<file path="config.mk">
export PLATFORM = sky130hd
export DESIGN_NAME = data_cache
export DESIGN_NICKNAME = d
export VERILOG_FILES = /design/src/rtl/dcache_pkg.sv /design/src/rtl/dcache_array.sv /design/src/rtl/data_cache.sv
export SDC_FILE = /design/constraint.sdc
export NUM_CORES = 2
export LEC_CHECK = 0
export ABC_AREA = 1
export CORE_MARGIN = 3
export CORE_UTILIZATION = 51
export CTS_BUF_LIST = sky130_fd_sc_hd__clkbuf_4 sky130_fd_sc_hd__clkbuf_8 sky130_fd_sc_hd__clkbuf_16
export CTS_CLUSTER_SIZE = 30
export DETAILED_ROUTE_END_ITERATION = 10
export PLACE_DENSITY = 0.69
export SLEW_MARGIN = 10
export SYNTH_ARGS = -nofsm -noshare
export SYNTH_HDL_FRONTEND = slang
export SYNTH_SLANG_ARGS = --single-unit
</file>
<file path="constraint.sdc">
create_clock -name clk -period 5.55 [get_ports clk]
set_input_delay 0.8325 -clock clk [delete_from_list [all_inputs] [get_ports clk]]
set_output_delay 0.8325 -clock clk [all_outputs]
set_load 0.05 [all_outputs]
</file>
<file path="src/rtl/dcache_pkg.sv">
// dcache_pkg: shared types and geometry for the data cache.
// Provides the controller state enum and the fixed line geometry
// (4 words per line, 4 bytes per word).
package dcache_pkg;

    localparam int LINE_WORDS    = 4;
    localparam int WORD_OFF_BITS = 2;
    localparam int BYTE_OFF_BITS = 2;
    localparam int LINE_OFF_BITS = WORD_OFF_BITS + BYTE_OFF_BITS;

    typedef enum logic [1:0] {
        S_IDLE,
        S_REFILL,
        S_WRITE
    } dcache_state_t;

endpackage

</file>
<file path="src/rtl/dcache_array.sv">
// dcache_array: storage for the direct-mapped data cache.
// Ports:
//   clk, rst              clock; asynchronous active-high reset (valid bits only)
//   rd_index, rd_word     combinational lookup -> rd_valid, rd_tag, rd_data
//   wr_en/index/word/be   synchronous word write with byte-lane merge
//   wr_data
//   inst_en, inv_en       line install (tag + valid) / line invalidate strobes
//   ln_index, inst_tag    target line and tag for install/invalidate
// Tag and data storage are deliberately not reset.
module dcache_array
    import dcache_pkg::*;
#(
    parameter int SETS  = 16,
    parameter int TAG_W = 24
) (
    input  logic                      clk,
    input  logic                      rst,
    input  logic [$clog2(SETS)-1:0]   rd_index,
    input  logic [WORD_OFF_BITS-1:0]  rd_word,
    output logic                      rd_valid,
    output logic [TAG_W-1:0]          rd_tag,
    output logic [31:0]               rd_data,
    input  logic                      wr_en,
    input  logic [$clog2(SETS)-1:0]   wr_index,
    input  logic [WORD_OFF_BITS-1:0]  wr_word,
    input  logic [3:0]                wr_be,
    input  logic [31:0]               wr_data,
    input  logic                      inst_en,
    input  logic                      inv_en,
    input  logic [$clog2(SETS)-1:0]   ln_index,
    input  logic [TAG_W-1:0]          inst_tag
);

    logic [SETS-1:0]  valid_q;
    logic [TAG_W-1:0] tag_mem  [SETS];
    logic [31:0]      data_mem [SETS][LINE_WORDS];

    assign rd_valid = valid_q[rd_index];
    assign rd_tag   = tag_mem[rd_index];
    assign rd_data  = data_mem[rd_index][rd_word];

    always_ff @(posedge clk or posedge rst) begin
        if (rst) begin
            valid_q <= '0;
        end else if (inst_en) begin
            valid_q[ln_index] <= 1'b1;
        end else if (inv_en) begin
            valid_q[ln_index] <= 1'b0;
        end
    end

    always_ff @(posedge clk) begin
        if (wr_en) begin
            for (int b = 0; b < 4; b++) begin
                if (wr_be[b]) begin
                    data_mem[wr_index][wr_word][8*b +: 8] <= wr_data[8*b +: 8];
                end
            end
        end
        if (inst_en) begin
            tag_mem[ln_index] <= inst_tag;
        end
    end

endmodule

</file>
<file path="src/rtl/data_cache.sv">
// data_cache: direct-mapped, write-through, no-write-allocate data cache.
// Load hits return data combinationally with no stall; load misses refill a
// 4-word line over the req/ack memory port; stores always write through.
// Optional build macro: DCACHE_STATS_EN adds hit_count / miss_count outputs.
// Ports:
//   clk, rst                          clock; asynchronous active-high reset
//   cpu_req/we/be/addr/wdata          core load/store request
//   cpu_rdata, stall                  load word (0 unless idle load hit); core stall
//   mem_req/we/be/addr/wdata          memory request, held until mem_ack
//   mem_ack, mem_rdata                one-cycle completion pulse and read data
//   hit_count, miss_count             (DCACHE_STATS_EN only) load statistics
//
// state    | meaning
// S_IDLE   | serve load hits, detect misses and stores
// S_REFILL | fetch 4 words of the missed line, install on the last ack
// S_WRITE  | write the latched store through to memory
module data_cache
    import dcache_pkg::*;
#(
    parameter int SETS   = 16,
    parameter int ADDR_W = 32
) (
    input  logic              clk,
    input  logic              rst,
    input  logic              cpu_req,
    input  logic              cpu_we,
    input  logic [3:0]        cpu_be,
    input  logic [ADDR_W-1:0] cpu_addr,
    input  logic [31:0]       cpu_wdata,
    output logic [31:0]       cpu_rdata,
    output logic              stall,
    output logic              mem_req,
    output logic              mem_we,
    output logic [3:0]        mem_be,
    output logic [ADDR_W-1:0] mem_addr,
    output logic [31:0]       mem_wdata,
    input  logic              mem_ack,
    input  logic [31:0]       mem_rdata
`ifdef DCACHE_STATS_EN
    ,
    output logic [31:0]       hit_count,
    output logic [31:0]       miss_count
`endif
);

    localparam int IDX_W  = $clog2(SETS);
    localparam int LINE_W = ADDR_W - LINE_OFF_BITS;
    localparam int TAG_W  = LINE_W - IDX_W;

    dcache_state_t state_q, state_d;

    logic [1:0]                 cnt_q;
    logic [LINE_W-1:0]          line_q;
    logic [ADDR_W-1:BYTE_OFF_BITS] st_addr_q;
    logic [3:0]                 st_be_q;
    logic [31:0]                st_wdata_q;

    logic [LINE_W-1:0]          lk_line;
    logic [WORD_OFF_BITS-1:0]   lk_word;
    logic                       rd_valid;
    logic [TAG_W-1:0]           rd_tag;
    logic [31:0]                rd_data;
    logic                       hit_line;

    logic                       wr_en, inst_en, inv_en;
    logic [IDX_W-1:0]           wr_index, ln_index;
    logic [WORD_OFF_BITS-1:0]   wr_word;
    logic [3:0]                 wr_be;
    logic [31:0]                wr_data;

    logic unused_addr_bits;
    assign unused_addr_bits = ^cpu_addr[BYTE_OFF_BITS-1:0];

    // In S_WRITE the lookup follows the latched store so the merge decision
    // does not depend on the core holding its inputs.
    assign lk_line  = (state_q == S_WRITE) ? st_addr_q[ADDR_W-1:LINE_OFF_BITS]
                                           : cpu_addr[ADDR_W-1:LINE_OFF_BITS];
    assign lk_word  = (state_q == S_WRITE) ? st_addr_q[LINE_OFF_BITS-1:BYTE_OFF_BITS]
                                           : cpu_addr[LINE_OFF_BITS-1:BYTE_OFF_BITS];
    assign hit_line = rd_valid && (rd_tag == lk_line[LINE_W-1:IDX_W]);

    dcache_array #(
        .SETS  (SETS),
        .TAG_W (TAG_W)
    ) u_array (
        .clk      (clk),
        .rst      (rst),
        .rd_index (lk_line[IDX_W-1:0]),
        .rd_word  (lk_word),
        .rd_valid (rd_valid),
        .rd_tag   (rd_tag),
        .rd_data  (rd_data),
        .wr_en    (wr_en),
        .wr_index (wr_index),
        .wr_word  (wr_word),
        .wr_be    (wr_be),
        .wr_data  (wr_data),
        .inst_en  (inst_en),
        .inv_en   (inv_en),
        .ln_index (ln_index),
        .inst_tag (line_q[LINE_W-1:IDX_W])
    );

    always_ff @(posedge clk or posedge rst) begin
        if (rst) begin
            state_q    <= S_IDLE;
            cnt_q      <= '0;
            line_q     <= '0;
            st_addr_q  <= '0;
            st_be_q    <= '0;
            st_wdata_q <= '0;
        end else begin
            state_q <= state_d;
            if (state_q == S_IDLE && cpu_req) begin
                if (cpu_we) begin
                    st_addr_q  <= cpu_addr[ADDR_W-1:BYTE_OFF_BITS];
                    st_be_q    <= cpu_be;
                    st_wdata_q <= cpu_wdata;
                end else if (!hit_line) begin
                    line_q <= cpu_addr[ADDR_W-1:LINE_OFF_BITS];
                    cnt_q  <= '0;
                end
            end else if (state_q == S_REFILL && mem_ack) begin
                cnt_q <= cnt_q + 2'd1;
            end
        end
    end

    always_comb begin
        state_d   = state_q;
        stall     = 1'b0;
        cpu_rdata = '0;
        mem_req   = 1'b0;
        mem_we    = 1'b0;
        mem_be    = '0;
        mem_addr  = '0;
        mem_wdata = '0;
        wr_en     = 1'b0;
        wr_index  = lk_line[IDX_W-1:0];
        wr_word   = lk_word;
        wr_be     = '0;
        wr_data   = '0;
        inst_en   = 1'b0;
        inv_en    = 1'b0;
        ln_index  = lk_line[IDX_W-1:0];
        unique case (state_q)
            S_IDLE: begin
                if (cpu_req) begin
                    if (cpu_we) begin
                        stall   = 1'b1;
                        state_d = S_WRITE;
                    end else if (hit_line) begin
                        cpu_rdata = rd_data;
                    end else begin
                        // Drop the victim's valid bit now so a partially
                        // overwritten line can never be seen as a hit.
                        stall   = 1'b1;
                        inv_en  = 1'b1;
                        state_d = S_REFILL;
                    end
                end
            end
            S_REFILL: begin
                stall    = 1'b1;
                mem_req  = 1'b1;
                mem_be   = 4'hF;
                mem_addr = {line_q, cnt_q, 2'b00};
                wr_index = line_q[IDX_W-1:0];
                ln_index = line_q[IDX_W-1:0];
                wr_word  = cnt_q;
                wr_be    = 4'hF;
                wr_data  = mem_rdata;
                if (mem_ack) begin
                    wr_en = 1'b1;
                    if (cnt_q == 2'd3) begin
                        inst_en = 1'b1;
                        state_d = S_IDLE;
                    end
                end
            end
            S_WRITE: begin
                mem_req   = 1'b1;
                mem_we    = 1'b1;
                mem_be    = st_be_q;
                mem_addr  = {st_addr_q, 2'b00};
                mem_wdata = st_wdata_q;
                stall     = !mem_ack;
                wr_be     = st_be_q;
                wr_data   = st_wdata_q;
                if (mem_ack) begin
                    wr_en   = hit_line;
                    state_d = S_IDLE;
                end
            end
            default: state_d = S_IDLE;
        endcase
    end

`ifdef DCACHE_STATS_EN
    always_ff @(posedge clk or posedge rst) begin
        if (rst) begin
            hit_count  <= '0;
            miss_count <= '0;
        end else if (state_q == S_IDLE && cpu_req && !cpu_we) begin
            if (hit_line) begin
                hit_count <= hit_count + 32'd1;
            end else begin
                miss_count <= miss_count + 32'd1;
            end
        end
    end
`endif

endmodule

</file>
==> metrics.md <==
| Metric | Value |
|---|---|
| CP Max Fanout | `35` |
| Final Net Count | `9446` |
| Minimum hold slack | `0.4716 ns` |
| Post-synth EDFFs | `2432` |
| Maximum vdd drop | `0.4018 mV` |
| Setup TNS | `0 ns` |
| Outcome | `completed` |
| Overall die area | `211700 um^2` |
| Hold-fix buffers, CTS | `0` |
| Fin Clk Skew | `0.03908 ns` |
| Die width | `460.1 um` |
| Initial DRC Count | `10170` |
| CTS tree | `yes` |
| WP data required | `4.72 ns` |
| Initial Utilization | `0.5136` |
| CP arrival | `4.60 ns` |
| Post-synthesis cell type count | `36` |
| Via-to-Cell Ratio | `5.966` |
| Max Buffers Root-to-Sink | `3` |
| Placed Cells | `11750` |
| Overflow after GRT | `0` |
| Largest net degree at the start of global routing | `113` |
| Sequential share of power | `0.405` |
| Net Sw Power | `19.88 mW` |
| CTS H-tree depth | `4` |
| Most frequent cells in the layout | `nand2_1, edfxtp_1, nand3_1` |
| Final ANT Viol Nets | `0` |
| Least-Margin Pin Slew | `1.294 ns` |
| CTS sink cnt | `2546` |
| Clock power frac | `0.298` |
| Worst-path clk slew | `0.06 ns` |
| Via count of the first global-routing pass | `70490` |
| Critical Path Sink Type | `output pin` |
| Detail Placement HPWL | `169900 um` |
| Worst setup SP type | `flop` |
| WL per Instance | `24.04 um` |
| Top post-synthesis cells by area | `edfxtp_1, nand2_1, nand3_1` |
| Ratio of cells with drive above 1 in the final layout | `0.1195` |
| Final WL | `294100 um` |
| Non-Filler Instances | `12240` |
| Hold Path Depth | `2` |
| Comb power frac | `0.297` |
| Drc violations | `0` |
| Post-Syn Instances | `8910` |
| Clk_lat worst skew | `0.88 ns` |
| Total GRT Usage | `0.2693` |
| CP Launch Point | `state_q[0]` |
| Clock root cell | `clkbuf_16` |
| Endpoint of the worst-slack reg-to-reg timing path | `u_array.data_mem[12][79]` |
| Share of the synthesized area in the top cell type | `0.6943` |
| Area growth, synth to finish | `17.00%` |
| Leakage Power | `44.49 nW` |
| Fin crit period | `5.431 ns` |
| R2R Setup Slk | `0.86 ns` |
| Count of pins over their slew limit | `0` |
| Final setup violation count | `0` |
| Most used DFF post-synth | `edfxtp_1` |
| Tcrit/Tclk final | `0.9785` |
| Sw Share | `0.3473` |
| Die Ht | `460.1 um` |
| Area leader, netlist | `edfxtp_1` |
| Global-route wire length before repair | `431600 um` |
| Worst Hold Launch | `st_wdata_q[8]` |
| Max-cap violation count | `0` |
| Vias after detailed routing | `73010` |
| PD cells | `465.2 nW/um^2` |
| P_int | `37.37 mW` |
| I/O Buffers | `203` |
| Initial antenna violation count | `9` |
| Asr flop ratio synth | `0.04478` |
| Placer congestion estimate | `0.8771` |
| Post-Syn Area | `105200 um^2` |
| Post-route worst setup slack | `0.1195 ns` |
| HP Class | `reg2reg` |
| Top-Level Pins | `208` |
| Core footprint | `204800 um^2` |
| Max Fclk | `184.1 MHz` |
| Final Hold Vio Count | `0` |
| First-pass detailed-route iteration total | `8` |
| Most common cell after layout, fill and taps aside | `nand2_1` |
| CP Class | `reg2out` |
| Place WS | `0.3219 ns` |
| Slew margin rel. | `0.1371` |
| Min-Delay Endpoint | `st_wdata_q[8]` |
| Ys Warns | `0` |
| Reg2reg start | `state_q[0]` |
| # rows | `166` |
| Synthesis-stage register bit count | `2546` |
| Num CTS Buffers | `241` |
| Worst reg2reg path depth | `18` |
| Sequential cell area fraction in the yosys report | `0.7214` |
| Avg Cell Area, Syn | `11.81 um^2` |
[per-layer routing]
| metal | global-route usage | part of all wire | routed length (um) | up-vias |
|---|---|---|---|---|
| met5 | 0 | 0.000041 | 12 | - |
| li1 | - | - | - | 32690 |
| met4 | 0.09303 | 0.034 | 10100 | 2 |
| met1 | 0.3748 | 0.39 | 113700 | 35640 |
| met2 | 0.4287 | 0.47 | 137300 | 4142 |
| met3 | 0.04949 | 0.11 | 32960 | 535 |
[flip-flops by register name, indices dropped and copies added (netlist names), named ones only]
signal            flops
u_array.data_mem   2048
u_array.tag_mem     384
st_wdata_q           32
st_addr_q            30
line_q               28
st_be_q               4
cnt_q                 2
state_q               2
[power groups by stage]
stage / Combinational (mW) / Clock, mW / Sequential [mW]
after floorplan: 9.85 / 0 / 23.4
after global placement: 15.9 / 0 / 23.5
after detailed placement: 16.2 / 0 / 23.6
after CTS: 16.4 / 17.2 / 23.2
after global routing: 18.2 / 18.0 / 23.2
final: 17.0 / 17.1 / 23.2
[worst max-delay path by stage]
stage | endpoint | slack [ns] | cells past startpoint
floorplan | cpu_rdata[25] | 1.0 | 18
global placement | cpu_rdata[12] | 0.36 | 22
finish | cpu_rdata[4] | 0.12 | 17
global route | cpu_rdata[4] | -0.008 | 17
detailed placement | cpu_rdata[3] | 0.32 | 16
CTS | cpu_rdata[15] | 0.02 | 19
[through the flow]
| stage | power, mW | instance area [um^2] | util |
|---|---|---|---|
| finish | 57.25 | 123100 | 0.6009 |
| global route | 59.43 | 123100 | 0.6009 |
| CTS | 56.75 | 122500 | 0.5982 |
| detailed placement | 39.78 | 114200 | 0.5574 |
| global placement | 39.39 | 114200 | 0.5574 |
| floorplan | 33.22 | 105200 | - |
[cell usage after synthesis (2+ instances only)]
master,number
inv_2,3
buf_1,38
nor2_2,2
nand3b_1,14
o211ai_1,262
clkbuf_1,491
edfxtp_1,2432
buf_4,19
nor3_1,2
nand3_1,1396
ha_1,5
clkinv_1,16
nand2_4,2
buf_6,3
nand2_2,4
o21ai_2,3
a32o_1,256
a21oi_1,324
o21ai_1,3
nand4_1,7
dfrtp_1,114
o21bai_1,2
nand2_1,2634
nor2_1,347
buf_2,72
inv_1,321
nand3_4,9
o21ai_0,121
[area by class of cell]
| cell class | instances | area, um^2 |
|---|---|---|
| repair buffers | 802 | 8051 |
| clock inverters | 172 | 1869 |
| fillers | 15570 | 81720 |
| diodes | 3 | 7.507 |
| clock buffers | 280 | 6424 |
| well taps | 2688 | 3363 |
| flip-flops and latches | 2546 | 75880 |
| multi-input cells | 5405 | 26180 |
| inverters | 340 | 1291 |
[logic make-up (layout without fill, tap and decap cells)]
family / after synthesis / count (layout) / share of synthesized area
fa+ha+maj: 5 / 5 / 0.0005948
flops: 2546 / 2546 / 0.7214
other cells: 1 / 5 / 0.00003565
compound gates: 972 / 972 / 0.06489
simple gates: 4422 / 4426 / 0.1768
buf+inv: 964 / 1594 / 0.03630
[critical path, stage by stage, from the launching register on]
cell and delay [ns]:
dfrtp_1 0.40, inv_1 0.11, ha_4 0.23, buf_12 0.15
o21ai_4 0.22, buf_12 0.21, buf_12 0.23, buf_16 0.24
buf_4 0.24, a21oi_1 0.06, a32o_1 0.23, o211ai_1 0.39
nand3_1 0.13, nand3_1 0.09, nand2_1 0.23, nor2_1 0.21
buf_4 0.14, buf_12 0.12
[repair_timing]
item | in CTS | in global routing
gates cloned | 1 | 14
hold endpoints to repair | 0 | 0
gates resized for setup | 3 | 46
pin swaps | 1 | 6
buffers inserted | 5 | 8
endpoints found under the setup margin | 32 | 33
Note: power is estimated with default switching activity, not from simulation.
